## config.mk

```make
export PLATFORM = sky130hd
export DESIGN_NAME = ir_fan_controller
export DESIGN_NICKNAME = d
export VERILOG_FILES = /design/src/rtl/ir_fan_controller.sv
export SDC_FILE = /design/constraint.sdc
export NUM_CORES = 1
export LEC_CHECK = 0
export CAP_MARGIN = 20
export CORE_ASPECT_RATIO = 1.1
export CORE_UTILIZATION = 50
export DETAILED_ROUTE_END_ITERATION = 7
export PLACE_DENSITY = 0.73
export RECOVER_POWER = 50
export REMOVE_ABC_BUFFERS = 1
export SKIP_LAST_GASP = 1
export SLEW_MARGIN = 10
export SYNTH_ARGS = -nofsm -noshare
export SYNTH_HDL_FRONTEND = slang
export SYNTH_SLANG_ARGS = --single-unit
```

## constraint.sdc

```tcl
create_clock -name clk -period 5.3 [get_ports clk]
set_input_delay 0.53 -clock clk [delete_from_list [all_inputs] [get_ports clk]]
set_output_delay 0.53 -clock clk [all_outputs]
set_load 0.005 [all_outputs]
```

## src/rtl/ir_fan_controller.sv

```systemverilog
// ir_fan_controller
//   Command sequencer for the IR remote fan. Validates decoded NEC frames,
//   runs the power / speed / off-timer state machine, drives the fan PWM and
//   produces the 4-digit FND value (speed level or remaining mm:ss in BCD).
//
// Ports
//   clk          system clock
//   reset_p      asynchronous active-high reset
//   ir_valid     one-clk pulse: new frame on ir_data
//   ir_data      [7:0] addr, [15:8] ~addr, [23:16] cmd, [31:24] ~cmd
//   fan_pwm      registered fan drive
//   speed_level  0 = off, 1..3 = running level
//   timer_active off-timer running
//   disp_value   FND value, 4 hex/BCD digits
//   key_ok       one-clk pulse: accepted frame
//   frame_error  one-clk pulse: rejected frame
module ir_fan_controller #(
  parameter int unsigned PWM_PERIOD = 4000,
  parameter int unsigned TICK_1S    = 100_000_000,
  parameter logic [7:0]  DEV_ADDR   = 8'h00,
  parameter logic [7:0]  KEY_POWER  = 8'h45,
  parameter logic [7:0]  KEY_SPEED  = 8'h46,
  parameter logic [7:0]  KEY_TIMER  = 8'h47
) (
  input  logic        clk,
  input  logic        reset_p,
  input  logic        ir_valid,
  input  logic [31:0] ir_data,
  output logic        fan_pwm,
  output logic [1:0]  speed_level,
  output logic        timer_active,
  output logic [15:0] disp_value,
  output logic        key_ok,
  output logic        frame_error
);

  localparam int unsigned CW = $clog2(PWM_PERIOD + 1);
  localparam int unsigned PW = (TICK_1S > 1) ? $clog2(TICK_1S) : 1;

  localparam logic [CW-1:0] PWM_LAST = CW'(PWM_PERIOD - 1);
  localparam logic [CW-1:0] DUTY_1   = CW'(PWM_PERIOD / 4);
  localparam logic [CW-1:0] DUTY_2   = CW'(PWM_PERIOD / 2);
  localparam logic [CW-1:0] DUTY_3   = CW'(PWM_PERIOD);
  localparam logic [PW-1:0] PRESC_LAST = PW'(TICK_1S - 1);

  typedef enum logic {ST_OFF, ST_RUN} state_t;

  state_t        state_q, state_d;
  logic [1:0]    speed_q, speed_d;
  logic [1:0]    idx_q, idx_d;
  logic [15:0]   bcd_q, bcd_d;
  logic [PW-1:0] presc_q, presc_d;
  logic [CW-1:0] cnt_q;
  logic [CW-1:0] duty_q;
  logic [CW-1:0] duty_eff;
  logic          fan_pwm_q;
  logic          key_ok_q;
  logic          frame_error_q;

  logic       frame_ok;
  logic       accept;
  logic [7:0] cmd;
  logic       timer_on;
  logic       tick;
  logic       expire;

  // mm:ss down-count with borrow; seconds tens digit wraps 0 -> 5.
  function automatic logic [15:0] bcd_dec(input logic [15:0] v);
    logic [3:0] m1, m0, s1, s0;
    {m1, m0, s1, s0} = v;
    if (s0 != 4'd0) begin
      s0 = s0 - 4'd1;
    end else begin
      s0 = 4'd9;
      if (s1 != 4'd0) begin
        s1 = s1 - 4'd1;
      end else begin
        s1 = 4'd5;
        if (m0 != 4'd0) begin
          m0 = m0 - 4'd1;
        end else begin
          m0 = 4'd9;
          m1 = m1 - 4'd1;
        end
      end
    end
    return {m1, m0, s1, s0};
  endfunction

  function automatic logic [CW-1:0] duty_for(input logic [1:0] lvl);
    case (lvl)
      2'd1:    return DUTY_1;
      2'd2:    return DUTY_2;
      2'd3:    return DUTY_3;
      default: return '0;
    endcase
  endfunction

  assign frame_ok = (ir_data[15:8]  == ~ir_data[7:0])   &&
                    (ir_data[31:24] == ~ir_data[23:16]) &&
                    (ir_data[7:0]   == DEV_ADDR);
  assign accept   = ir_valid && frame_ok;
  assign cmd      = ir_data[23:16];
  assign timer_on = (idx_q != 2'd0);
  assign tick     = timer_on && (presc_q == PRESC_LAST);
  assign expire   = tick && (bcd_q == 16'h0001);

  always_comb begin
    state_d = state_q;
    speed_d = speed_q;
    idx_d   = idx_q;
    bcd_d   = bcd_q;
    presc_d = timer_on ? (tick ? '0 : presc_q + PW'(1)) : '0;

    if (tick) begin
      bcd_d = bcd_dec(bcd_q);
    end

    if (expire) begin
      state_d = ST_OFF;
      speed_d = 2'd0;
      idx_d   = 2'd0;
      bcd_d   = '0;
      presc_d = '0;
    end

    // POWER overrides a coincident expiry; any other command loses to it.
    if (accept) begin
      if (cmd == KEY_POWER) begin
        idx_d   = 2'd0;
        bcd_d   = '0;
        presc_d = '0;
        if (state_q == ST_OFF) begin
          state_d = ST_RUN;
          speed_d = 2'd1;
        end else begin
          state_d = ST_OFF;
          speed_d = 2'd0;
        end
      end else if (!expire && state_q == ST_RUN) begin
        if (cmd == KEY_SPEED) begin
          speed_d = (speed_q == 2'd3) ? 2'd1 : speed_q + 2'd1;
        end else if (cmd == KEY_TIMER) begin
          idx_d   = idx_q + 2'd1;
          presc_d = '0;
          case (idx_q + 2'd1)
            2'd1:    bcd_d = 16'h0100;
            2'd2:    bcd_d = 16'h0300;
            2'd3:    bcd_d = 16'h0500;
            default: bcd_d = 16'h0000;
          endcase
        end
      end
    end
  end

  always_ff @(posedge clk or posedge reset_p) begin
    if (reset_p) begin
      state_q       <= ST_OFF;
      speed_q       <= '0;
      idx_q         <= '0;
      bcd_q         <= '0;
      presc_q       <= '0;
      key_ok_q      <= 1'b0;
      frame_error_q <= 1'b0;
    end else begin
      state_q       <= state_d;
      speed_q       <= speed_d;
      idx_q         <= idx_d;
      bcd_q         <= bcd_d;
      presc_q       <= presc_d;
      key_ok_q      <= accept;
      frame_error_q <= ir_valid && !frame_ok;
    end
  end

  // At a period start the freshly selected duty applies to that same cycle.
  assign duty_eff = (cnt_q == '0) ? duty_for(speed_q) : duty_q;

  always_ff @(posedge clk or posedge reset_p) begin
    if (reset_p) begin
      cnt_q     <= '0;
      duty_q    <= '0;
      fan_pwm_q <= 1'b0;
    end else begin
      if (state_q == ST_RUN) begin
        cnt_q <= (cnt_q == PWM_LAST) ? '0 : cnt_q + CW'(1);
      end else begin
        cnt_q <= '0;
      end
      if (cnt_q == '0) begin
        duty_q <= duty_for(speed_q);
      end
      // Looking at state_d drops the drive on the edge that leaves RUN.
      fan_pwm_q <= (state_q == ST_RUN) && (state_d == ST_RUN) && (cnt_q < duty_eff);
    end
  end

  assign fan_pwm      = fan_pwm_q;
  assign speed_level  = speed_q;
  assign timer_active = timer_on;
  assign key_ok       = key_ok_q;
  assign frame_error  = frame_error_q;

  always_comb begin
    disp_value = '0;
    if (state_q == ST_RUN) begin
      disp_value = timer_on ? bcd_q : {14'h0000, speed_q};
    end
  end

endmodule

```

==> run_results.csv <==
group,metric,value,unit
critical_path,cp.arrival,3.69,ns
clocking,cts_made_buffers,9,
synth,synth.distinct_cells,55,
clocking,cts.htree.levels,3,
pwr,pwr-share-comb,0.047,
cells_and_area,ff_latch_area,0.001877,mm^2
pwr,leakagePower,2.389,nW
global_routing,overflow,0,
cells_and_area,final_common_cell,"dfrtp_1",
pwr,clockPowerShare,0.460,
critical_path,cp.required,5.36,ns
floorplan,dieArea,0.009339,mm^2
status,status,"finished with violations",
pwr,total_power,1.161,mW
critical_path,r2r_cells,14,
placement,dpl.hpwl,7115,um
cells_and_area,multi_input_area,0.002434,mm^2
status,failed_checks,"capacitance limit, slew limit",
synth,synthCells,475,
min_path,hold_path_class,"reg2reg",
clocking,post-cts-setup-buffers,0,
pwr,power_density,215.9,mW/mm^2
synth,synth_top_area_cell,"dfrtp_1",
drt,vias_per_cell,5.452,
sta,period_share,0.6859,
cells_and_area,synthToLayoutAreaGrowth,20.03,%
sta,fin_worst_skew,0.01288,ns
critical_path,cp_max_fo,38,
cells_and_area,drive_gt1_frac,0.06122,
pwr,power_frac_seq,0.493,
synth,yosysTopAreaCellShare,0.4191,
min_path,worstHoldPathCells,2,
synth,synth_warnings,0,
synth,ys.flop_type,"dfrtp_1",
placement,place_congestion,0.8661,
synth,synth_edf_count,0,
critical_path,start_kind,"input port",
critical_path,end_kind,"asynchronous set/reset pin",
drt,routedWlPerCell,14.74,um
cells_and_area,antenna_cells,0,
sta,finalSetupViolations,0,
global_routing,first_global_vias,3506,
sta,slew_headroom,-0.3760,
cells_and_area,layout_common_cells,"dfrtp_1, nor2_1, clkdlybuf4s50_1",
floorplan,placementRows,35,
sta,tns,0,ns
global_routing,antenna_found_initial,0,
drt,ant_nets,0,
drt,via_count,3544,
sta,tightestPinTransition,2.064,ns
global_routing,grt_max_degree,39,
drt,dr.pass1.iters,5,
sta,rsz0062_at_grt,"false",
sta,hold_viol_final,0,
synth,async_flop_share,1.000,
placement,pre_cts_ws,2.086,ns
drt,wirelength,9578,um
cells_and_area,nFillCells,738,
critical_path,path_class,"in2async",
clocking,clk_pin_slew,0.08,ns
global_routing,grtUsageTotal,0.2243,
clocking,insertion_delay,0.35,ns
synth,avgSynthCellArea,9.427,um^2
pwr,p_int,0.9149,mW
cells_and_area,nets,599,
clocking,cts_tree,"yes",
clocking,cts-root-buf,"clkbuf_8",
sta,final_max_slew_viol_count,39,
synth,synth_area,0.004478,mm^2
floorplan,core-area,0.008539,mm^2
sta,period_minus_slack,3.635,ns
synth,ys_ff_latch,75,
global_routing,grt_first_pass_wirelength,16360,um
floorplan,dieHeight,101.3,um
placement,portBuffers,56,
floorplan,die_w,92.23,um
drt,drt-initial-drc-count,182,
floorplan,ios,57,
pwr,ir_drop,0.0001537,V
floorplan,initial_utilization,0.5244,
clocking,ctsResizeCount,0,
clocking,cts_buffer_depth,2,
synth,ys_seq_area_frac,0.4191,
drt,route.detailed.drc,0,
pwr,p_switching,0.2457,mW
synth,synthTopCellsByArea,"dfrtp_1, ha_1, xor2_1",
sta,fin_ws,1.665,ns
sta,max_freq,0.2751,GHz
pwr,swShare,0.2117,
run,cap_violations,1,
clocking,cts_sinks,75,
clocking,cts_hold_buf,0,
layout make-up:
| cell class | count | area share |
|---|---|---|
| timing repair buffer | 57 | 0.1050 |
| sequential | 75 | 0.3492 |
| inverter | 32 | 0.02235 |
| multi-input combinational | 359 | 0.4527 |
| tap | 111 | 0.02584 |
| clock buffer | 10 | 0.02374 |
| clock inverter | 6 | 0.02118 |
worst max-delay path, cell delays in order:
cell and delay (ns):
dlygate4sd3_1 0.53, inv_1 1.04, clkbuf_1 1.56
registers in the layout (all words and copies together), names as in the netlist:
name / flops
speed_level: 2
key_ok: 1
idx_q: 2
state_q: 1
duty_q: 12
bcd_q: 16
cnt_q: 12
fan_pwm: 1
frame_error: 1
presc_q: 27
stage by stage:
stage	util	hold WS (ns)	cells	instance area [um^2]
3_5_place_dp	0.6016	0.4560	634	5137
3_3_place_gp	0.6016	0.4519	634	5137
4_1_cts	0.6299	0.4751	650	5379
5_1_grt	0.6295	0.4976	650	5375
6_report	0.6295	0.4737	650	5375
2_1_floorplan	-	0.4317	466	4431
cells by family (layout without fill, tap and decap cells):
group | Yosys count | in the layout | share of synthesized area
buf+inv | 41 | 105 | 0.03744
xor+xnor | 50 | 50 | 0.09779
flops | 75 | 75 | 0.4191
simple gates | 226 | 226 | 0.2752
mux | 14 | 14 | 0.03241
fa+ha+maj | 30 | 30 | 0.08382
compound gates | 39 | 39 | 0.05421
Yosys cell counts (all sizes together), types with 7 or more instances:
library cell,n
a21oi,14
xnor2,16
o21ai,7
nor2,66
nand2,36
inv,32
mux2i,13
and2,19
ha,30
nand3,25
nor3,12
dfrtp,75
nor2b,7
and3,7
xor2,34
nor4,9
nand4,15
per-layer routing:
| layer | global-route usage | up-vias | wire length [um] |
|---|---|---|---|
| li1 | - | 1744 | - |
| met1 | 0.2834 | 1704 | 4286 |
| met4 | 0.09014 | 0 | 199 |
| met5 | 0 | - | 0 |
| met2 | 0.3886 | 77 | 4737 |
| met3 | 0.03378 | 19 | 354 |
power by group through the flow:
stage	clock network (mW)	logic, mW	registers, mW
finish	0.534	0.0542	0.572
global route	0.565	0.0600	0.572
CTS	0.544	0.0564	0.572
detailed placement	0	0.0562	0.584
global placement	0	0.0554	0.584
floorplan	0	0.0194	0.584
worst paths after layout:
| path | from | to | slack [ns] |
|---|---|---|---|
| worst max-delay path | reset_p | duty_q[7]$_DFF_PP0_ | 1.66 |
| min in group asynchronous | reset_p | presc_q[0]$_DFF_PP0_ | 1.05 |
| worst min register to register | duty_q[1]$_DFF_PP0_ | duty_q[1]$_DFF_PP0_ | 0.47 |
| worst min-delay path | duty_q[1]$_DFF_PP0_ | duty_q[1]$_DFF_PP0_ | 0.47 |
| max in group clk | cnt_q[0]$_DFF_PP0_ | fan_pwm$_DFF_PP0_ | 2.05 |
| worst max register to register | cnt_q[0]$_DFF_PP0_ | fan_pwm$_DFF_PP0_ | 2.05 |
(Power assumes the default switching activity.)
